--- src/rtl/sram_port_arbiter.sv ---
// ----------------------------------------------------------------------------
// sram_port_arbiter
//
// Shares one SRAM port between the instruction-fetch stage (IF) and the
// memory stage (MEM). Each granted access is a fixed WAIT_CYCLES-long SRAM
// transaction. It is followed by a one-cycle DONE state, in which the owner's
// ready output pulses.
//
// Ports:
//   clk, rst                    clock, asynchronous active-low reset
//   if_req / if_addr            fetch request and address
//   if_rdata / if_ready         fetched word (held) and completion pulse
//   mem_read / mem_write        data request controls (LDR / STR)
//   mem_addr / mem_wdata        data address and store data
//   mem_rdata / mem_ready       load word (held) and completion pulse
//   freeze                      pipeline stall while a MEM request is pending
//   sram_addr / sram_wdata      SRAM address and write data
//   sram_rdata                  SRAM read data
//   sram_cs_n/we_n/oe_n         SRAM strobes, active-low
//
// Optional build macro ARB_FAIRNESS_EN:
//   If MEM wins a grant while IF is also requesting, a starvation flag is set.
//   While that flag is set, the next idle grant goes to a pending IF request.
//   Without the macro, MEM always has priority over IF.
// ----------------------------------------------------------------------------
module sram_port_arbiter #(
  parameter int unsigned WAIT_CYCLES = 4,
  parameter int unsigned ADDR_W      = 32,
  parameter int unsigned DATA_W      = 32
) (
  input  logic              clk,
  input  logic              rst,
  input  logic              if_req,
  input  logic [ADDR_W-1:0] if_addr,
  output logic [DATA_W-1:0] if_rdata,
  output logic              if_ready,
  input  logic              mem_read,
  input  logic              mem_write,
  input  logic [ADDR_W-1:0] mem_addr,
  input  logic [DATA_W-1:0] mem_wdata,
  output logic [DATA_W-1:0] mem_rdata,
  output logic              mem_ready,
  output logic              freeze,
  output logic [ADDR_W-1:0] sram_addr,
  output logic [DATA_W-1:0] sram_wdata,
  input  logic [DATA_W-1:0] sram_rdata,
  output logic              sram_cs_n,
  output logic              sram_we_n,
  output logic              sram_oe_n
);

  localparam int unsigned      CNT_W    = (WAIT_CYCLES > 1) ? $clog2(WAIT_CYCLES) : 1;
  localparam logic [CNT_W-1:0] CNT_LOAD = CNT_W'(WAIT_CYCLES - 1);

  typedef enum logic [1:0] {IDLE, ACCESS, DONE} state_e;
  typedef enum logic       {OWN_IF, OWN_MEM}    owner_e;

  state_e              state_q;
  owner_e              owner_q;
  logic [CNT_W-1:0]    cnt_q;
  logic                write_q;
  logic [ADDR_W-1:0]   addr_q;
  logic [DATA_W-1:0]   wdata_q;
  logic [DATA_W-1:0]   if_rdata_q;
  logic [DATA_W-1:0]   mem_rdata_q;
  logic                if_ready_q;
  logic                mem_ready_q;
  logic                cs_n_q;
  logic                we_n_q;
  logic                oe_n_q;

  logic mem_req;
  logic grant_mem_d;
  logic grant_if_d;
  logic mem_is_write_d;

  assign mem_req        = mem_read | mem_write;
  // When both controls are high, the access is a write.
  assign mem_is_write_d = mem_write;

`ifdef ARB_FAIRNESS_EN
  logic if_starved_q;

  // A starved IF request takes the next grant ahead of MEM.
  assign grant_mem_d = mem_req & ~(if_starved_q & if_req);

  always_ff @(posedge clk or negedge rst) begin
    if (!rst) begin
      if_starved_q <= 1'b0;
    end else if (state_q == IDLE) begin
      if (grant_mem_d && if_req) begin
        if_starved_q <= 1'b1;
      end else if (grant_if_d) begin
        if_starved_q <= 1'b0;
      end
    end
  end
`else
  assign grant_mem_d = mem_req;
`endif

  assign grant_if_d = if_req & ~grant_mem_d;

  always_ff @(posedge clk or negedge rst) begin
    if (!rst) begin
      state_q     <= IDLE;
      owner_q     <= OWN_IF;
      cnt_q       <= '0;
      write_q     <= 1'b0;
      addr_q      <= '0;
      wdata_q     <= '0;
      if_rdata_q  <= '0;
      mem_rdata_q <= '0;
      if_ready_q  <= 1'b0;
      mem_ready_q <= 1'b0;
      cs_n_q      <= 1'b1;
      we_n_q      <= 1'b1;
      oe_n_q      <= 1'b1;
    end else begin
      if_ready_q  <= 1'b0;
      mem_ready_q <= 1'b0;
      case (state_q)
        IDLE: begin
          if (grant_mem_d || grant_if_d) begin
            owner_q <= grant_mem_d ? OWN_MEM : OWN_IF;
            addr_q  <= grant_mem_d ? mem_addr : if_addr;
            wdata_q <= mem_wdata;
            write_q <= grant_mem_d & mem_is_write_d;
            cnt_q   <= CNT_LOAD;
            // The strobes are registered, so they are loaded here. This way
            // they are active for exactly the WAIT_CYCLES cycles of ACCESS.
            cs_n_q  <= 1'b0;
            we_n_q  <= ~(grant_mem_d & mem_is_write_d);
            oe_n_q  <= grant_mem_d & mem_is_write_d;
            state_q <= ACCESS;
          end
        end
        ACCESS: begin
          if (cnt_q == '0) begin
            if (!write_q) begin
              if (owner_q == OWN_MEM) begin
                mem_rdata_q <= sram_rdata;
              end else begin
                if_rdata_q  <= sram_rdata;
              end
            end
            if (owner_q == OWN_MEM) begin
              mem_ready_q <= 1'b1;
            end else begin
              if_ready_q  <= 1'b1;
            end
            cs_n_q  <= 1'b1;
            we_n_q  <= 1'b1;
            oe_n_q  <= 1'b1;
            state_q <= DONE;
          end else begin
            cnt_q <= cnt_q - 1'b1;
          end
        end
        DONE: begin
          state_q <= IDLE;
        end
        default: begin
          state_q <= IDLE;
        end
      endcase
    end
  end

  assign if_rdata   = if_rdata_q;
  assign if_ready   = if_ready_q;
  assign mem_rdata  = mem_rdata_q;
  assign mem_ready  = mem_ready_q;
  assign sram_addr  = addr_q;
  assign sram_wdata = wdata_q;
  assign sram_cs_n  = cs_n_q;
  assign sram_we_n  = we_n_q;
  assign sram_oe_n  = oe_n_q;

  // This includes the cycles in which MEM waits behind an IF access.
  assign freeze = mem_req & ~mem_ready_q;

endmodule

--- config.mk ---
export PLATFORM = sky130hd
export DESIGN_NAME = sram_port_arbiter
export DESIGN_NICKNAME = d
export VERILOG_FILES = /design/src/rtl/sram_port_arbiter.sv
export SDC_FILE = /design/constraint.sdc
export NUM_CORES = 1
export LEC_CHECK = 0
export BUFFER_PORTS_ARGS = -buffer_cell sky130_fd_sc_hd__buf_4
export CAP_MARGIN = 20
export CORE_MARGIN = 5
export CORE_UTILIZATION = 50
export DETAILED_ROUTE_END_ITERATION = 16
export GPL_ROUTABILITY_DRIVEN = 0
export PLACE_DENSITY_LB_ADDON = 0.1
export SLEW_MARGIN = 10
export SYNTH_ARGS = -nofsm -noshare
export SYNTH_HDL_FRONTEND = slang
export SYNTH_SLANG_ARGS = --single-unit
export TNS_END_PERCENT = 50
--- constraint.sdc ---
create_clock -name clk -period 3.2 [get_ports clk]
set_input_delay 0.64 -clock clk [delete_from_list [all_inputs] [get_ports clk]]
set_output_delay 0.64 -clock clk [all_outputs]
set_load 0.05 [all_outputs]
==> summary.txt <==
setup violation total in the final timing report: 0
sequential area share after synthesis: 0.620
maximum net fanout on the critical path: 32
number of storage elements in the synthesis netlist: 139
sum of negative setup slack: 0 ps
worst reg2reg path startpoint: cnt_q[0]$_DFFE_PN0P_
fraction of final layout cells sized beyond drive strength 1: 0.741
Slew Viols, Final: 0
number of enable-type register cells in the synthesized netlist: 0
count of unique library cells instantiated by Yosys: 27
syn avg cell area: 16.3 µm²
post-synthesis cell area: 5620 µm²
CP cell instances: inv_1, ha_1, nand3b_1, nor3b_4, buf_4, mux2_2
CP peak stage delay: 420 ps
Total Routing Usage GR: 0.227
number of rows in the core area: 38
primary flip-flop cell chosen by synthesis mapping: sky130_fd_sc_hd__dfrtp_1
clk_lat worst skew: 420 ps
largest net degree at the start of global routing: 78
die span in x: 116 µm
actual slew at the worst max-slew pin: 703 ps
worst flop-to-flop path endpoint: mem_rdata[11]$_DFFE_PN0P_
maximum operating frequency: 478 MHz
result of the run: completed
Sinks on Clock Net: 139
total number of H-tree levels: 4
number of buffers inserted by post-CTS setup repair: 0
count of antenna-violating nets left after detailed routing: 0
Critical-path top delay cell: sky130_fd_sc_hd__buf_4
Detailed Routing Iterations Pass 1: 4
GR Overflow Total: 0
via count of the first global-routing pass: 4403
post-CTS sizing: 0
Synth Instances: 345
async set-reset flop share out of synthesis: 1.00
count of hold-fix buffers inserted at cts: 0
Worst Setup Path Type: register to register
drt first-iter violations: 206
effective utilization at floorplan: 0.514
clk root buf: sky130_fd_sc_hd__clkbuf_16
initial antenna violation count: 0
class of the tightest hold or removal check: primary input to asynchronous set/reset pin
Crit path arrival time: 2390 ps
Yosys warning total: 0
detail-routed via count per cell: 5.10
global-route wire length before repair: 23.0 mm
worst slew margin relative to its limit: 0.532
final worst clock skew: 6.74 ps
# diodes: 0
area of the core: 10900 µm²
CTS tree: built
die area: 13500 µm²
count of endpoints failing hold in the final timing report: 0
Port Buffers: 266
total via count after detailed routing: 3948
CP required: 3500 ps
Final Cycle Share: 0.654
Critical Path End Type: register
Final Critical Period: 2090 ps
layout overhead on the synthesized area: 49.9%
total wire length after detailed routing: 15.0 mm
count of fill cells added during filler insertion: 707
maximum count of clock buffers along a single path: 2
Final Net Count: 756
DR WL/cell: 19.3 µm
setup repair after global routing missed its margin: false
worst reg-to-reg setup slack: 1110 ps
startpoint class of the critical path: register
Clock Pin Slew Worst Setup and Hold Paths: 60 ps
Top-Level Pins: 267
Residual DRC: 0
number of buffers created by CTS: 17
die outline height: 116 µm
post-detail-place hpwl: 11.3 mm
number of violations of the max-capacitance limit: 0
FF-to-FF path depth: 6
Net Count, Synth: 480
==> kinds of logic (layout without fill, tap and decap cells) <==
logic type | after synthesis | after routing | synth area share
muxes | 161 | 161 | 0.323
AOI/OAI and AO/OA | 8 | 8 | 0.0125
DFF | 139 | 139 | 0.620
adders and majority gates | 2 | 2 | 0.00445
buffers and inverters | 18 | 307 | 0.0214
and+or+nand+nor | 17 | 17 | 0.0192
==> how the worst max path moves through the flow <==
stage / start / to / slack, ps / cells past startpoint
detailed placement: mem_read / sram_addr[18]$_DFFE_PN0P_ / 960 / 5
CTS: cnt_q[0]$_DFFE_PN0P_ / mem_rdata[26]$_DFFE_PN0P_ / 1100 / 6
global route: cnt_q[0]$_DFFE_PN0P_ / mem_rdata[4]$_DFFE_PN0P_ / 1010 / 6
global placement: mem_read / sram_addr[9]$_DFFE_PN0P_ / 1010 / 5
floorplan: mem_read / freeze / 990 / 3
finish: cnt_q[0]$_DFFE_PN0P_ / mem_rdata[11]$_DFFE_PN0P_ / 1110 / 6
==> layer usage <==
metal / vias to the layer above / GRT usage / routed length [µm] / part of all wire
li1: 1798 / - / - / -
met1: 1934 / 0.240 / 5070 / 0.34
met2: 182 / 0.396 / 7830 / 0.52
met3: 34 / 0.102 / 1690 / 0.11
met4: 0 / 0.0920 / 374 / 0.025
met5: - / 0 / 0 / 0
==> cells in the final DEF, fill, tap and decap left out, types with 2 or more instances in the layout <==
cell                           n
sky130_fd_sc_hd__buf_4       271
sky130_fd_sc_hd__nor2b_1       2
sky130_fd_sc_hd__clkbuf_16    17
sky130_fd_sc_hd__nor3_1        2
sky130_fd_sc_hd__clkbuf_8      2
sky130_fd_sc_hd__mux2_2      159
sky130_fd_sc_hd__nor2_1        4
sky130_fd_sc_hd__clkinvlp_4    2
sky130_fd_sc_hd__dfstp_2       3
sky130_fd_sc_hd__inv_1         2
sky130_fd_sc_hd__a2bb2oi_1     2
sky130_fd_sc_hd__ha_1          2
sky130_fd_sc_hd__mux2_1        2
sky130_fd_sc_hd__a21o_1        2
sky130_fd_sc_hd__bufinv_16     5
sky130_fd_sc_hd__dfrtp_1     136
sky130_fd_sc_hd__clkinv_2      4
==> worst max-delay path: cells and delay by family, from the launching register on <==
family	cells	cell delay, ps
fa+ha+maj	1	220
buf+inv	2	540
flops	1	350
mux	1	390
simple gates	2	450
==> layout make-up <==
class | count | area [µm²] | share of cell area
Clock inverter | 12 | 194 | 0.0230
Timing Repair Buffer | 273 | 2070 | 0.245
Clock buffer | 20 | 457 | 0.0542
Tap cell | 140 | 175 | 0.0208
Sequential cell | 139 | 3480 | 0.414
Inverter | 2 | 7.51 | 0.000892
Multi-Input combinational cell | 188 | 2040 | 0.242
==> through the flow <==
| step | instance area (µm²) | std cells | setup slack (ps) | utilization | hold slack [ps] |
|---|---|---|---|---|---|
| after floorplan | 5620 | 345 | 991 | - | 344 |
| after global placement | 7770 | 742 | 1010 | 0.710 | 469 |
| after detailed placement | 7770 | 742 | 963 | 0.710 | 495 |
| after CTS | 8420 | 774 | 1100 | 0.770 | 276 |
| after global routing | 8420 | 774 | 1010 | 0.770 | 318 |
| final | 8420 | 774 | 1110 | 0.770 | 253 |
==> registers in the layout (all words and copies together), names as in the netlist <==
signal and count:
owner_q 1, sram_cs_n 1, sram_oe_n 1, state_q 2, sram_addr 32, mem_rdata 32
sram_we_n 1, write_q 1, mem_ready 1, sram_wdata 32, if_ready 1, cnt_q 2
if_rdata 32
==> cell usage after synthesis, types with 2 or more instances <==
| cell | number | area share |
|---|---|---|
| sky130_fd_sc_hd__buf_4 | 6 | 0.0080 |
| sky130_fd_sc_hd__a2bb2oi_1 | 2 | 0.0031 |
| sky130_fd_sc_hd__ha_1 | 2 | 0.0045 |
| sky130_fd_sc_hd__dfstp_2 | 3 | 0.014 |
| sky130_fd_sc_hd__mux2_1 | 2 | 0.0040 |
| sky130_fd_sc_hd__inv_1 | 2 | 0.0013 |
| sky130_fd_sc_hd__dfrtp_1 | 136 | 0.61 |
| sky130_fd_sc_hd__a21o_1 | 2 | 0.0027 |
| sky130_fd_sc_hd__mux2_2 | 159 | 0.32 |
| sky130_fd_sc_hd__nor3_1 | 2 | 0.0018 |
| sky130_fd_sc_hd__buf_6 | 3 | 0.0060 |
| sky130_fd_sc_hd__nor2_1 | 5 | 0.0033 |
| sky130_fd_sc_hd__nor2b_1 | 2 | 0.0022 |
| sky130_fd_sc_hd__buf_2 | 6 | 0.0053 |
Power is not shown: default switching activity piles up to over one toggle a cycle in this logic, so the estimate is an artifact.
